==> config.mk <==
export PLATFORM = sky130hd
export DESIGN_NAME = shift_mult_unit
export DESIGN_NICKNAME = d
export VERILOG_FILES = /design/src/rtl/shift_mult_unit.sv
export SDC_FILE = /design/constraint.sdc
export NUM_CORES = 1
export LEC_CHECK = 0
export CAP_MARGIN = 20
export CORE_ASPECT_RATIO = 1.4
export CORE_UTILIZATION = 50
export DETAILED_ROUTE_END_ITERATION = 10
export GPL_TIMING_DRIVEN = 0
export HOLD_SLACK_MARGIN = 0.06
export PLACE_DENSITY_LB_ADDON = 0.12
export SLEW_MARGIN = 20
export SYNTH_ARGS = -nofsm -noshare
export SYNTH_HDL_FRONTEND = slang
export SYNTH_SLANG_ARGS = --single-unit
==> constraint.sdc <==
create_clock -name i_clk -period 3 [get_ports i_clk]
set_clock_uncertainty 0.05 [all_clocks]
set_input_delay 0.6 -clock i_clk [delete_from_list [all_inputs] [get_ports i_clk]]
set_output_delay 0.6 -clock i_clk [all_outputs]
set_load 0.005 [all_outputs]
==> src/rtl/shift_mult_unit.sv <==
// Multi-cycle MUL/SLL/SRL/SRA/ROR unit fed by the register file; one bit-step per clock.
// BUSYWAIT stalls the CPU while working, DONE strobes one cycle with RESULT valid.
module shift_mult_unit #(
   parameter int DATA_WIDTH = 8
) (
   input  logic                  i_clk,
   input  logic                  i_reset,
   input  logic                  i_start,
   input  logic [2:0]            i_opsel,
   input  logic [DATA_WIDTH-1:0] i_data1,
   input  logic [DATA_WIDTH-1:0] i_data2,
   output logic [DATA_WIDTH-1:0] o_result,
   output logic                  o_busywait,
   output logic                  o_done
);

   localparam logic [2:0] OP_MUL = 3'b000;
   localparam logic [2:0] OP_SLL = 3'b001;
   localparam logic [2:0] OP_SRL = 3'b010;
   localparam logic [2:0] OP_SRA = 3'b011;
   localparam logic [2:0] OP_ROR = 3'b100;

   typedef enum logic [1:0] {
      S_IDLE = 2'd0,
      S_RUN  = 2'd1,
      S_FIN  = 2'd2
   } state_t;

   state_t                r_state;
   state_t                w_next_state;
   logic [DATA_WIDTH-1:0] r_a;
   logic [DATA_WIDTH-1:0] r_b;
   logic [DATA_WIDTH-1:0] r_acc;
   logic [DATA_WIDTH-1:0] r_result;
   logic [2:0]            r_op;
   logic [3:0]            r_cnt;

   logic                  w_accept;
   logic                  w_step;
   logic                  w_last;
   logic [3:0]            w_cnt_load;
   logic [DATA_WIDTH-1:0] w_a_shift;
   logic [DATA_WIDTH-1:0] w_acc_add;
   logic [DATA_WIDTH-1:0] w_a_nxt;
   logic [DATA_WIDTH-1:0] w_acc_nxt;

   assign w_accept   = i_start && (r_state == S_IDLE || r_state == S_FIN);
   assign w_step     = (r_state == S_RUN) && (r_cnt != 4'd0);
   // A zero count still spends one RUN cycle, so "last" covers both 1 and 0.
   assign w_last     = (r_state == S_RUN) && (r_cnt <= 4'd1);
   assign o_busywait = !i_reset && (w_accept || r_state == S_RUN);
   assign o_done     = (r_state == S_FIN);
   assign o_result   = r_result;

   always_comb begin
      w_cnt_load = 4'd0;
      case (i_opsel)
         OP_MUL:                 w_cnt_load = 4'd8;
         OP_SLL, OP_SRL, OP_SRA: w_cnt_load = (|i_data2[DATA_WIDTH-1:3]) ? 4'd8 : {1'b0, i_data2[2:0]};
         OP_ROR:                 w_cnt_load = {1'b0, i_data2[2:0]};
         default:                w_cnt_load = 4'd0;
      endcase
   end

   always_comb begin
      w_a_shift = r_a;
      case (r_op)
         OP_MUL, OP_SLL: w_a_shift = {r_a[DATA_WIDTH-2:0], 1'b0};
         OP_SRL:         w_a_shift = {1'b0, r_a[DATA_WIDTH-1:1]};
         OP_SRA:         w_a_shift = {r_a[DATA_WIDTH-1], r_a[DATA_WIDTH-1:1]};
         OP_ROR:         w_a_shift = {r_a[0], r_a[DATA_WIDTH-1:1]};
         default:        w_a_shift = r_a;
      endcase
      w_acc_add = (r_op == OP_MUL && r_b[0]) ? (r_acc + r_a) : r_acc;
      w_a_nxt   = w_step ? w_a_shift : r_a;
      w_acc_nxt = w_step ? w_acc_add : r_acc;
   end

   always_comb begin
      w_next_state = r_state;
      case (r_state)
         S_IDLE:  if (i_start) w_next_state = S_RUN;
         S_RUN:   if (w_last) w_next_state = S_FIN;
         S_FIN:   w_next_state = i_start ? S_RUN : S_IDLE;
         default: w_next_state = S_IDLE;
      endcase
   end

   always_ff @(posedge i_clk) begin
      if (i_reset) begin
         r_state  <= S_IDLE;
         r_a      <= '0;
         r_b      <= '0;
         r_acc    <= '0;
         r_op     <= 3'b000;
         r_cnt    <= 4'd0;
         r_result <= '0;
      end else begin
         r_state <= w_next_state;
         if (w_accept) begin
            r_a   <= i_data1;
            r_b   <= i_data2;
            r_op  <= i_opsel;
            r_acc <= '0;
            r_cnt <= w_cnt_load;
         end else if (w_step) begin
            r_a   <= w_a_shift;
            r_b   <= r_b >> 1;
            r_acc <= w_acc_add;
            r_cnt <= r_cnt - 4'd1;
         end
         // RESULT only moves on the FIN-entry edge, using this cycle's final step.
         if (w_last) begin
            r_result <= (r_op == OP_MUL) ? w_acc_nxt : w_a_nxt;
         end
      end
   end

endmodule

=== Word-level counts from Yosys, hierarchy flattened ===
Cells that the tools add are included.

* Register bits: 41
* Word-level logic and storage cells: 56

* Add/subtract/negate cells: 2
* Magnitude comparators: 1
* Eq/ne operators: 12
* Mux-type cells: 16
* Reduce and logical (&&, ||, !) cells: 18

{| class="wikitable"
|+ Operators with widths
! kind !! count
|-
| $mux W8 || 7
|-
| $pmux W8 S4 || 1
|-
| $eq A3 B2 Y1 const B || 4
|-
| $mux W4 || 3
|-
| $pmux W4 S3 || 1
|-
| $add A8 B8 Y8 || 1
|-
| $eq A3 B1 Y1 const B || 2
|-
| $eq A3 B3 Y1 const B || 2
|-
| $logic_not A3 Y1 || 2
|-
| $pmux W2 S3 || 1
|-
| $logic_and A1 B1 Y1 || 5
|-
| $reduce_or A5 Y1 || 1
|-
| $le A4 B1 Y1 const B || 1
|-
| $mux W2 || 2
|-
| $ne A2 B2 Y1 const B || 2
|-
| $reduce_bool A4 Y1 || 1
|-
| $reduce_or A2 Y1 || 2
|-
| $sub A4 B1 Y4 const B || 1
|-
| $reduce_or A3 Y1 || 1
|-
| $eq A2 B1 Y1 const B || 1
|-
| $eq A2 B2 Y1 const B || 1
|-
| $logic_not A2 Y1 || 1
|-
| $logic_or A1 B1 Y1 || 2
|-
| $reduce_and A2 Y1 || 1
|-
| 3 further kinds || 3
|}

=== Depth between registers and ports, before layout ===
* Word-level depth: 5
* Depth in mapped cells: 9

=== Worst setup path after synthesis ===
OpenSTA, ideal clock, no wires.

* Path type: reg-to-reg
* Start point: reg r_cnt[0]
* End point: reg r_result[1] (netlist: o_result[1])
* Arrival: 1.801 ns
* Slack: 1.078 ns
* Stages on the path, launching flop included: 9
* Cell sequence: dfxtp_1 -> inv_1 -> ha_1 -> nor3b_2 -> nand4b_1 -> mux2_2 -> nand2_1 -> o211ai_1 -> a21oi_1

* Longest elaborated chain between the ends: 4
* Elaborated cells between the ends (all ways): 7
* Those cells by class: order compare: 1; mux: 3; reduce/logical: 3

{| class="wikitable"
|+ RTL lines
! element !! line !! text
|-
| from (decl) || 36 || <nowiki>logic [3:0] r_cnt;</nowiki>
|-
| from (signal assigned) || 105 || <nowiki>r_cnt <= w_cnt_load;</nowiki>
|-
| from (signal assigned) || 110 || <nowiki>r_cnt <= r_cnt - 4'd1;</nowiki>
|-
| $reduce_bool A4 Y1 || 48 || <nowiki>assign w_step = (r_state == S_RUN) && (r_cnt != 4'd0);</nowiki>
|-
| $logic_and A1 B1 Y1 || 48 ||
|-
| $mux W8, on equally long branches || - ||
|-
| $mux W8 || 114 || <nowiki>r_result <= (r_op == OP_MUL) ? w_acc_nxt : w_a_nxt;</nowiki>
|-
| to (signal assigned) || 114 ||
|-
| to (decl) || 34 || <nowiki>logic [DATA_WIDTH-1:0] r_result;</nowiki>
|}

Parallel ways exist; a longest one is shown, timed or not.
A chain may end at the register's enable or synchronous reset.

=== Worst setup path after layout ===
* Start point: in i_start
* End point: out o_busywait

* Longest elaborated chain between the ends: 3

{| class="wikitable"
|+ RTL lines
! element !! line !! text
|-
| from (decl) || 8 || <nowiki>input logic i_start,</nowiki>
|-
| $logic_and A1 B1 Y1 || 47 || <nowiki>assign w_accept = i_start && (r_state == S_IDLE || r_state == S_FIN);</nowiki>
|-
| $logic_or A1 B1 Y1 || 51 || <nowiki>assign o_busywait = !i_reset && (w_accept || r_state == S_RUN);</nowiki>
|-
| $logic_and A1 B1 Y1 || 51 ||
|-
| to (decl) || 13 || <nowiki>output logic o_busywait,</nowiki>
|}

No other way between the ends.

==> run metrics <==
wire per inst 15.2 um; Placer Congestion 0.899; total I/O pin count 32; worst path arrival time 2.01 ns; ANT cells 0; Bufs on Longest Clock Path 2; gr ovfl total 0; # setup viols final 0; VDD IR-drop max 0.386 mV; GR Util All Layers 26.8%; proportion of synthesized area in mux cells 3.17%; first-pass GRT wire length 9660 um; type of destination of the critical path output port; commonest non-fill, non-tap cell in the layout nand2_1; Max Clock Freq 0.376 GHz; Die Ht 82.8 um; Hold Path Class reg -> reg; setup bufs post-CTS 0; critical path startpoint category primary input; Cell Pwr Density 460 mW/mm^2; share of layout cells above drive strength 1 7.25%; area leader, netlist dfxtp_1; Cell variety after synth 51; setup TNS 0 ns; hpwl dp 4660 um; vias in the first global route 2045; Worst Tran Pin Value 0.686 ns; Clock Root Buffer clkbuf_8; nets@finish 364; Syn Area/Cell 7.93 um^2; Mapped Nets 327; status completed; max capacitance violation total 0; Seq/Total Area, Yosys 35.2%; Skew-Pair Late Insertion Delay 0.30 ns; Synth warnings 0; Final Max Slew Viols 0; Synth Area in Simple Gates 25.8%; CTS Hold Bufs 0; most frequent cells in the layout nand2_1 (55), dfxtp_1 (41), nor2_1 (32); worst-path maximum fanout 7; adder-cell area share of the yosys netlist 6.23%; total die area 0.00494 mm^2; Iteration-0 DRC Markers 89; input/output buffers 30; Final Hold Fails 0; number of iterations in the first detailed-routing pass 4; Final ANT Viol Nets 0; filler cell count 444; largest net degree at the start of global routing 13; TritonCTS clock tree built; H-tree depth 2; XOR/XNOR share of the synthesized area 2.63%; final worst path period need 2.66 ns; Yosys reg bits 41; Post-synth ARST share 0%; Total Wirelength 5970 um; Worst EP required 2.35 ns; Pleak 1.03 nW; Mapped Area 0.00233 mm^2; clock sink count 41; period utilization 88.7%; Synth Flop Type dfxtp_1; CTS Buf Count 5; CTS resizes 0; RSZ-0062 raised after global routing false; Residual DRC 0; post-synthesis compound-gate area fraction 22.5%; DR vias/cell 5.69; Initial Utilization 51.8%; cell row count 29; top cell type's share of synthesized area 35.2%; vias 2237; worst relative slew slack 53.9%; largest cells by area after synthesis dfxtp_1 (35%), nand2_1 (8.9%), ha_1 (5.4%); Design Area, Final 0.00282 mm^2; largest family of logic cells by synthesized area simple AND/OR/NAND/NOR gates; CP Class in -> out; Die X 59.7 um; initial antenna violation count 0; EDFF count, synth 0; DP Area 0.00271 mm^2; Reg clk slew, reported paths 0.08 ns; Synth Instances 294; core area 0.00450 mm^2; Layout area overhead 20.9%
flip-flops by register name, indices dropped and copies added (netlist names):
| signal | flops |
|---|---|
| r_a | 8 |
| r_acc | 8 |
| r_b | 8 |
| r_cnt | 4 |
| o_result | 8 |
| r_state | 2 |
| r_op | 3 |
worst max-delay path, cell delays in order:
cell             delay (ns)
clkdlybuf4s50_1        0.47
nand2b_1               0.05
clkbuf_1               0.17
a21oi_1                0.20
clkdlybuf4s50_1        0.52
per-layer routing:
metal / vias up / GRT usage (%) / part of all wire [%]
li1: 1118 / - / -
met1: 1048 / 29.3 / 41
met4: 0 / 14.9 / 3.8
met2: 55 / 48.0 / 51
met3: 16 / 4.50 / 3.1
met5: - / 0 / 0
layout make-up:
| type | instances | area [um^2] | share of cell area (%) |
|---|---|---|---|
| plain buffers | 18 | 81.3 | 2.89 |
| well taps | 62 | 77.6 | 2.75 |
| flip-flops and latches | 41 | 821 | 29.1 |
| inverters | 6 | 22.5 | 0.799 |
| multi-input cells | 229 | 1410 | 50.1 |
| clock buffers | 5 | 68.8 | 2.44 |
| repair buffers | 30 | 300 | 10.7 |
| clock inverters | 2 | 35.0 | 1.24 |
cells in the mapped netlist (6+ instances only):
master / number
a21oi_1: 24
inv_1: 6
ha_1: 10
nor3_1: 7
nor2_1: 32
nor2b_1: 7
nand2_1: 55
a311oi_1: 8
o21ai_0: 13
dfxtp_1: 41
clkbuf_1: 11
path summary, 6_finish.rpt:
| kind | to | cells past startpoint | startpoint | slack (ns) |
|---|---|---|---|---|
| hold / removal | o_result[0] | 2 | o_result[0] | 0.40 |
| hold reg to reg | o_result[0] | 2 | o_result[0] | 0.40 |
| setup / recovery | o_busywait | 5 | i_start | 0.34 |
| setup reg to reg | o_result[1] | 8 | r_cnt[0] | 0.70 |
report_power, final:
group          total [mW]  leakage (nW)  internal (mW)  switching [mW]
logic               0.254         0.641          0.113           0.141
clock network       0.437        0.0540          0.242           0.195
registers           0.606         0.335          0.575          0.0306
total                1.30          1.03          0.930           0.367
logic make-up after synthesis:
group           Yosys count
flops                    41
mux                       7
buf+inv                  24
compound gates           77
simple gates            127
fa+ha+maj                11
xor+xnor                  7
per-stage QoR:
step	std cells	power (mW)	util [%]	hold WS [ns]	setup slack, ns
floorplan	294	0.774	-	0.398	1.08
global placement	386	0.866	60.2	0.392	0.315
detailed placement	386	0.868	60.2	0.400	0.310
CTS	393	1.30	62.5	0.411	0.313
global route	393	1.36	62.7	0.432	0.222
finish	393	1.30	62.7	0.405	0.338
Note: power is estimated with default switching activity, not from simulation.
